--- src/rtl/rr_grant_fsm.sv ---
// rtl/rr_grant_fsm.sv - four-port round-robin grant FSM with hold timeout
// Registered IDLE/GRANT/RELEASE arbiter; rotation is driven externally via change_order_o.
module rr_grant_fsm #(
    parameter int NUM_PORTS = 4,
    parameter int MAX_HOLD  = 16
) (
    input  logic                 clk,
    input  logic                 reset,
    input  logic [NUM_PORTS-1:0] req_i,
    input  logic                 release_i,
    input  logic [NUM_PORTS-1:0] priority_order_i,
    output logic [NUM_PORTS-1:0] grant_o,
    output logic                 busy_o,
    output logic                 change_order_o,
    output logic                 timeout_o
);

    typedef enum logic [1:0] {
        ST_IDLE    = 2'd0,
        ST_GRANT   = 2'd1,
        ST_RELEASE = 2'd2
    } state_t;

    localparam logic [7:0] HOLD_LAST = 8'(MAX_HOLD - 1);
    localparam logic [7:0] HOLD_SAT  = 8'(MAX_HOLD);

    state_t               r_state, w_state_nxt;
    logic [NUM_PORTS-1:0] r_grant, w_grant_nxt;
    logic [7:0]           r_hold, w_hold_nxt;
    logic                 r_busy, w_busy_nxt;
    logic                 r_change, w_change_nxt;
    logic                 r_timeout, w_timeout_nxt;

    logic [1:0]           w_prio_idx;
    logic [1:0]           w_win_idx;
    logic                 w_granted_req;
    logic                 w_hold_hit;

    // Malformed priority vectors collapse to the lowest set bit, or port 0 if empty.
    always_comb begin
        w_prio_idx = 2'd0;
        for (int k = NUM_PORTS - 1; k >= 0; k--) begin
            if (priority_order_i[k]) begin
                w_prio_idx = 2'(k);
            end
        end
    end

    always_comb begin
        logic       v_found;
        logic [1:0] v_idx;
        v_found   = 1'b0;
        v_idx     = 2'd0;
        w_win_idx = 2'd0;
        for (int k = 0; k < NUM_PORTS; k++) begin
            v_idx = w_prio_idx + 2'(k);
            if (!v_found && req_i[v_idx]) begin
                v_found   = 1'b1;
                w_win_idx = v_idx;
            end
        end
    end

    assign w_granted_req = |(req_i & r_grant);
    assign w_hold_hit    = (r_hold == HOLD_LAST);

    always_comb begin
        w_state_nxt   = r_state;
        w_grant_nxt   = r_grant;
        w_hold_nxt    = r_hold;
        w_busy_nxt    = 1'b0;
        w_change_nxt  = 1'b0;
        w_timeout_nxt = 1'b0;
        case (r_state)
            ST_IDLE: begin
                w_grant_nxt = '0;
                if (|req_i) begin
                    w_state_nxt = ST_GRANT;
                    w_grant_nxt = NUM_PORTS'(1) << w_win_idx;
                    w_hold_nxt  = 8'd0;
                    w_busy_nxt  = 1'b1;
                end
            end
            ST_GRANT: begin
                w_busy_nxt = 1'b1;
                if (release_i || !w_granted_req || w_hold_hit) begin
                    w_state_nxt   = ST_RELEASE;
                    w_grant_nxt   = '0;
                    w_change_nxt  = 1'b1;
                    // Timeout only when the counter alone forced the release.
                    w_timeout_nxt = w_hold_hit && !release_i && w_granted_req;
                end else if (r_hold != HOLD_SAT) begin
                    w_hold_nxt = r_hold + 8'd1;
                end
            end
            ST_RELEASE: begin
                w_state_nxt = ST_IDLE;
                w_grant_nxt = '0;
            end
            default: begin
                w_state_nxt = ST_IDLE;
                w_grant_nxt = '0;
            end
        endcase
    end

    always_ff @(posedge clk or negedge reset) begin
        if (!reset) begin
            r_state   <= ST_IDLE;
            r_grant   <= '0;
            r_hold    <= 8'd0;
            r_busy    <= 1'b0;
            r_change  <= 1'b0;
            r_timeout <= 1'b0;
        end else begin
            r_state   <= w_state_nxt;
            r_grant   <= w_grant_nxt;
            r_hold    <= w_hold_nxt;
            r_busy    <= w_busy_nxt;
            r_change  <= w_change_nxt;
            r_timeout <= w_timeout_nxt;
        end
    end

    assign grant_o        = r_grant;
    assign busy_o         = r_busy;
    assign change_order_o = r_change;
    assign timeout_o      = r_timeout;

endmodule

--- config.mk ---
export PLATFORM = sky130hd
export DESIGN_NAME = rr_grant_fsm
export DESIGN_NICKNAME = d
export VERILOG_FILES = /design/src/rtl/rr_grant_fsm.sv
export SDC_FILE = /design/constraint.sdc
export NUM_CORES = 1
export LEC_CHECK = 0
export ABC_AREA = 1
export BUFFER_PORTS_ARGS = -buffer_cell sky130_fd_sc_hd__buf_2
export CAP_MARGIN = 5
export CORE_MARGIN = 2
export CORE_UTILIZATION = 56
export CTS_BUF_LIST = sky130_fd_sc_hd__clkbuf_4 sky130_fd_sc_hd__clkbuf_8 sky130_fd_sc_hd__clkbuf_16
export CTS_CLUSTER_DIAMETER = 30
export DETAILED_ROUTE_END_ITERATION = 12
export HOLD_SLACK_MARGIN = 0.02
export PLACE_DENSITY_LB_ADDON = 0.12
export SYNTH_ARGS = -nofsm -noshare
export SYNTH_HDL_FRONTEND = slang
export SYNTH_SLANG_ARGS = --single-unit
--- constraint.sdc ---
create_clock -name clk -period 1.6 [get_ports clk]
set_input_delay 0.24 -clock clk [delete_from_list [all_inputs] [get_ports clk]]
set_output_delay 0.24 -clock clk [all_outputs]
set_load 0.005 [all_outputs]
=== After elaboration in Yosys (flattened, before gate mapping) ===
Index checks and enable logic that the tools add are counted.

* $add $sub $neg: 4
* Order comparisons: 4
* Equality and inequality tests: 7
* Shifts and indexed selects: 1
* Muxes and demuxes: 35
* Bitwise operators: 1
* Reductions and logical operators: 18

{| class="wikitable"
|+ Operator list
! kind !! count
|-
| 8-bit 2-to-1 mux || 3
|-
| 2-bit 2-to-1 mux || 10
|-
| 8-bit case mux with 2 select lines || 1
|-
| 2-bit by 3-bit less-than comparator with 1-bit output, second input constant || 4
|-
| 1-bit 2-to-1 mux || 12
|-
| 8-bit by 1-bit adder with 8-bit output, second input constant || 1
|-
| 1-bit binary-select mux with 2-bit select || 4
|-
| 8-bit by 4-bit == test with 1-bit output, second input constant || 1
|-
| 4-bit 2-to-1 mux || 2
|-
| 2-bit inequality test, second input constant || 4
|-
| 8-bit by 5-bit inequality test with 1-bit output, second input constant || 1
|-
| 4-bit case mux with 2 select lines || 1
|-
| 4-bit OR reduction || 2
|-
| 1-bit logical AND || 5
|-
| 1-bit zero test || 5
|-
| 2-bit adder, second input constant || 2
|-
| 4-bit bitwise AND || 1
|-
| 2-bit case mux with 2 select lines || 1
|-
| 4-bit AND reduction || 1
|-
| 1-bit by 2-bit << shifter with 4-bit output, first input constant || 1
|-
| 2-bit by 1-bit adder with 2-bit output, second input constant || 1
|-
| 2-bit by 1-bit == test with 1-bit output, second input constant || 1
|-
| 2-bit zero test || 1
|-
| 1-bit logical OR || 2
|-
| other kinds (3) || 3
|}

* Register bits: 17
* Input bits: 11
* Output and inout port bits: 7
* Word-level logic and storage cells: 76

=== Logic depth before layout (Yosys ltp) ===
* Depth in word-level cells: 19
* Depth in mapped cells: 15
* Mapped depth without buffers: 14

=== Least setup slack after synthesis ===
Ideal clock, no wire load.

* Kind: register -> register
* From: register r_hold[0]
* To: register r_hold[7]
* Setup time: 95 ps
* Arrival: 1357 ps
* Data required time: 1505 ps
* Setup slack: 147 ps
* Stages on the path, launching flop included: 10
* Buffers on the path: 1
* Clock period less this slack: 1453 ps
* Cell sequence: dfrtp_1 > inv_1 > ha_1 > inv_1 > nor4_1 > nand4_1 > nand3_1 > buf_2 > nand2_1 > o31ai_1

* Longest elaborated chain between the ends: 4
* Elaborated cells between the ends (all ways): 10
* Those cells by class: add/sub (1); eq/ne (4); mux (3); reduce/logical (2)

{| class="wikitable"
|+ Ends and longest elaborated chain
! element !! RTL line !! source
|-
| from (decl) || 29 || <nowiki>logic [7:0] r_hold, w_hold_nxt;</nowiki>
|-
| from (signal assigned) || 118 || <nowiki>r_hold <= w_hold_nxt;</nowiki>
|-
| 8-bit by 1-bit adder with 8-bit output or 8-bit by 4-bit == test with 1-bit output (tied branches) || 93, 65 ||
|-
| 8-bit 2-to-1 mux or 1-bit logical OR (tied branches) || 92, 86 ||
|-
| 8-bit 2-to-1 mux or 2-bit inequality test (tied branches) || -- ||
|-
| 8-bit case mux with 2 select lines or 4-bit AND reduction (tied branches) || -- ||
|}

Parallel ways exist; a longest one is shown, timed or not. The select of a mux whose other input is x is not followed.
A chain may end at the register's enable or synchronous reset.

=== Final worst setup path ===
* From: register r_hold[0]
* To: register r_hold[3]

Same word-level chain as after synthesis.

==> metrics.md <==
| Metric | Value |
|---|---|
| Status | complete, no violations |
| Diode count | 0 |
| Pin count of the biggest net entering global routing | 18 |
| Die area | 0.00253 sq mm |
| Initial core utilization | 60.5% |
| Cts bufs inserted | 3 |
| Vias post-DR | 1323 |
| Min Tclk post-route | 1.50 ns |
| Seq/Total Area, Yosys | 35.5% |
| Met1 GRT Util | 30.9% |
| ANT nets after route | 0 |
| Post-DP Area | 0.00136 sq mm |
| # Max-Cap Violations | 0 |
| Endpoints failing hold | 0 |
| Avg Inst Size Synth | 7.06 sq um |
| Fillers | 157 |
| Mapped Nets | 183 |
| Synth Warn # | 0 |
| GRT Overall Usage | 26.8% |
| Required @ worst endpoint | 1.82 ns |
| Site Rows | 16 |
| Fraction of layout cells with a size suffix above 1 | 29.0% |
| Fin crit share | 93.6% |
| # setup viols final | 0 |
| Pwr per Cell Area | 1050 mW/mm^2 |
| Netlist cell types | 24 |
| Post-synthesis register bit count | 17 |
| Worst R2R Path Depth | 7 |
| Most Used Layer, Global Route | met2 |
| Die Wd | 50.3 um |
| Clk_skew | 0.00982 ns |
| Remaining Overflow, GRT | 0 |
| CP top delay family | simple AND/OR/NAND/NOR gates |
| Met2 Use GR | 48.5% |
| Buf/Inv on CP | 1 |
| Die height | 50.3 um |
| Met3 Track Usage GR | 4.17% |
| Number of remaining DRC errors | 0 |
| Max incr delay on CP | 0.41 ns |
| Hold Crit Class | primary input to flop |
| Critical-path cell list | ha_1 -> nand4_1 -> nand2_2 -> nand2_2 -> nand3_2 -> buf_6 -> o31ai_1 |
| Global-route wire length before repair | 5150 um |
| WL per Instance | 13.8 um |
| Htree depth | 1 |
| Fin nets | 214 |
| Most frequent cells in the layout | nand2_1 (41), nand3_1 (28), dfrtp_1 (17), buf_2 (17), inv_1 (16) |
| P_leak | 0.785 nW |
| TritonCTS Sinks | 17 |
| Drt first pass iters | 4 |
| WL final | 3120 um |
| Main area contributors after synthesis | dfrtp_1 (35%), nand2_1 (13%), nand3_1 (12%) |
| GPL Wtd Cong | 0.975 |
| Commonest non-fill, non-tap cell in the layout | nand2_1 |
| Cells after Synth | 170 |
| Vias in the first global route | 1193 |
| Measured slew at the worst slew-check pin | 0.370 ns |
| Port Buffers | 17 |
| IO Count | 18 |
| Clk buf depth | 2 |
| Synth area leader | dfrtp_1 |
| DR vias/cell | 5.83 |
| Area growth, synth to finish | 21.3% |
| Worst VDD drop | 0.780 mV |
| Post-layout instance area | 0.00146 sq mm |
| Top-area cell type share of the netlist area | 35.5% |
| Slew Viols, Final | 0 |
| Synth Cell Area | 0.00120 sq mm |
| TritonCTS clock tree | built |
| Crit path DAT | 1.71 ns |
| Worst Path Class, Setup | flop to flop |
| Dpl hpwl | 2320 um |
| Tot Pwr | 0.00152 W |
| Critical path depth | 7 |
| Critical path's slowest cell | dfrtp_1 |
| CTS clk-pin slew, worst paths | 0.12 ns |
| Max FO, Critical Path | 10 |
| Worst-Skew Late Latency | 0.31 ns |
| Root Buffer | clkbuf_4 |
| Antenna violations before repair | 0 |
| CP endpoint kind | flop |
| Detailed Route Iter0 Violations | 51 |
| Core area | 0.00198 sq mm |
| Hold path cells | 2 |
| CP Launch Type | flop |
| FMAX | 668 MHz |
| Top cell by count, worst path | nand2_2 |
| Relative slew slack | 75.2% |
## cell type report
| class | count | area [sq um] | area share, % |
|---|---|---|---|
| sequential | 17 | 425 | 29.2 |
| clock buffer | 3 | 22.5 | 1.55 |
| inverter | 22 | 82.6 | 5.67 |
| tap | 27 | 33.8 | 2.32 |
| timing repair buffer | 28 | 174 | 12.0 |
| multi-input combinational | 129 | 709 | 48.8 |
| clock inverter | 1 | 7.51 | 0.516 |
## flip-flops by register name, indices dropped and copies added, names as in the netlist
signal	count
grant_o	4
busy_o	1
r_hold	8
r_state	2
change_order_o	1
timeout_o	1
## power by group
| group | switching, W | internal [W] |
|---|---|---|
| clock | 0.000158 | 0.0000954 |
| combinational | 0.000452 | 0.000258 |
| sequential | 0.0000484 | 0.000511 |
| total | 0.000658 | 0.000864 |
## worst paths after layout
kind / from / endpoint / slack (ns)
hold / removal: release_i / timeout_o / 0.10
max in group asynchronous: reset / grant_o[2] / 0.94
setup reg to reg: r_hold[0] / r_hold[3] / 0.10
hold reg to reg: grant_o[0] / grant_o[0] / 0.51
setup / recovery: r_hold[0] / r_hold[3] / 0.10
min in group asynchronous: reset / r_hold[4] / 0.39
## metal layers
layer,part of all wire (%),routed length [um],up-vias
met5,0,0,-
met4,3.6,113,0
met3,4.4,138,19
met2,50,1570,45
met1,42,1300,631
li1,-,-,628
## cell usage after synthesis (all sizes together)
library cell and instances:
inv 22, nand4 10, dfrtp 17, buf 2
and2 1, xor2 3, nor2 13, nand2 51
a21oi 2, o31ai 4, nand3 31, a22o 1
nor3 2, ha 2, xnor2 2, o21ai 5
nor4 2
## cells by family after synthesis
family / share of synthesized area [%]
adder cells (fa/ha/maj): 2.09
buffers and inverters: 8.24
AND/OR/NAND/NOR: 44.1
AO/OA/AOI/OAI: 6.46
XOR/XNOR: 3.65
flip-flops: 35.5
## what timing repair did
item | in CTS | in global routing
hold endpoints to repair | 17 | 0
buffers inserted | 0 | 2
endpoints found under the setup margin | 1 | 8
hold buffers | 1 | 0
pin swaps | 0 | 2
gates resized for setup | 1 | 12
## stage by stage
| stage | hold WS [ns] | setup WS, ns | std cells | TNS (ns) | utilization [%] |
|---|---|---|---|---|---|
| 2_1_floorplan | -0.0556 | 0.147 | 170 | 0 | - |
| 3_3_place_gp | 0.170 | 0.0569 | 220 | 0 | 68.8 |
| 3_5_place_dp | 0.174 | -0.00530 | 220 | -0.00530 | 68.8 |
| 4_1_cts | 0.102 | 0.000268 | 225 | 0 | 70.8 |
| 5_1_grt | 0.0848 | -0.0150 | 227 | -0.0341 | 73.4 |
| 6_report | 0.104 | 0.103 | 227 | 0 | 73.4 |
(Power assumes the default switching activity.)
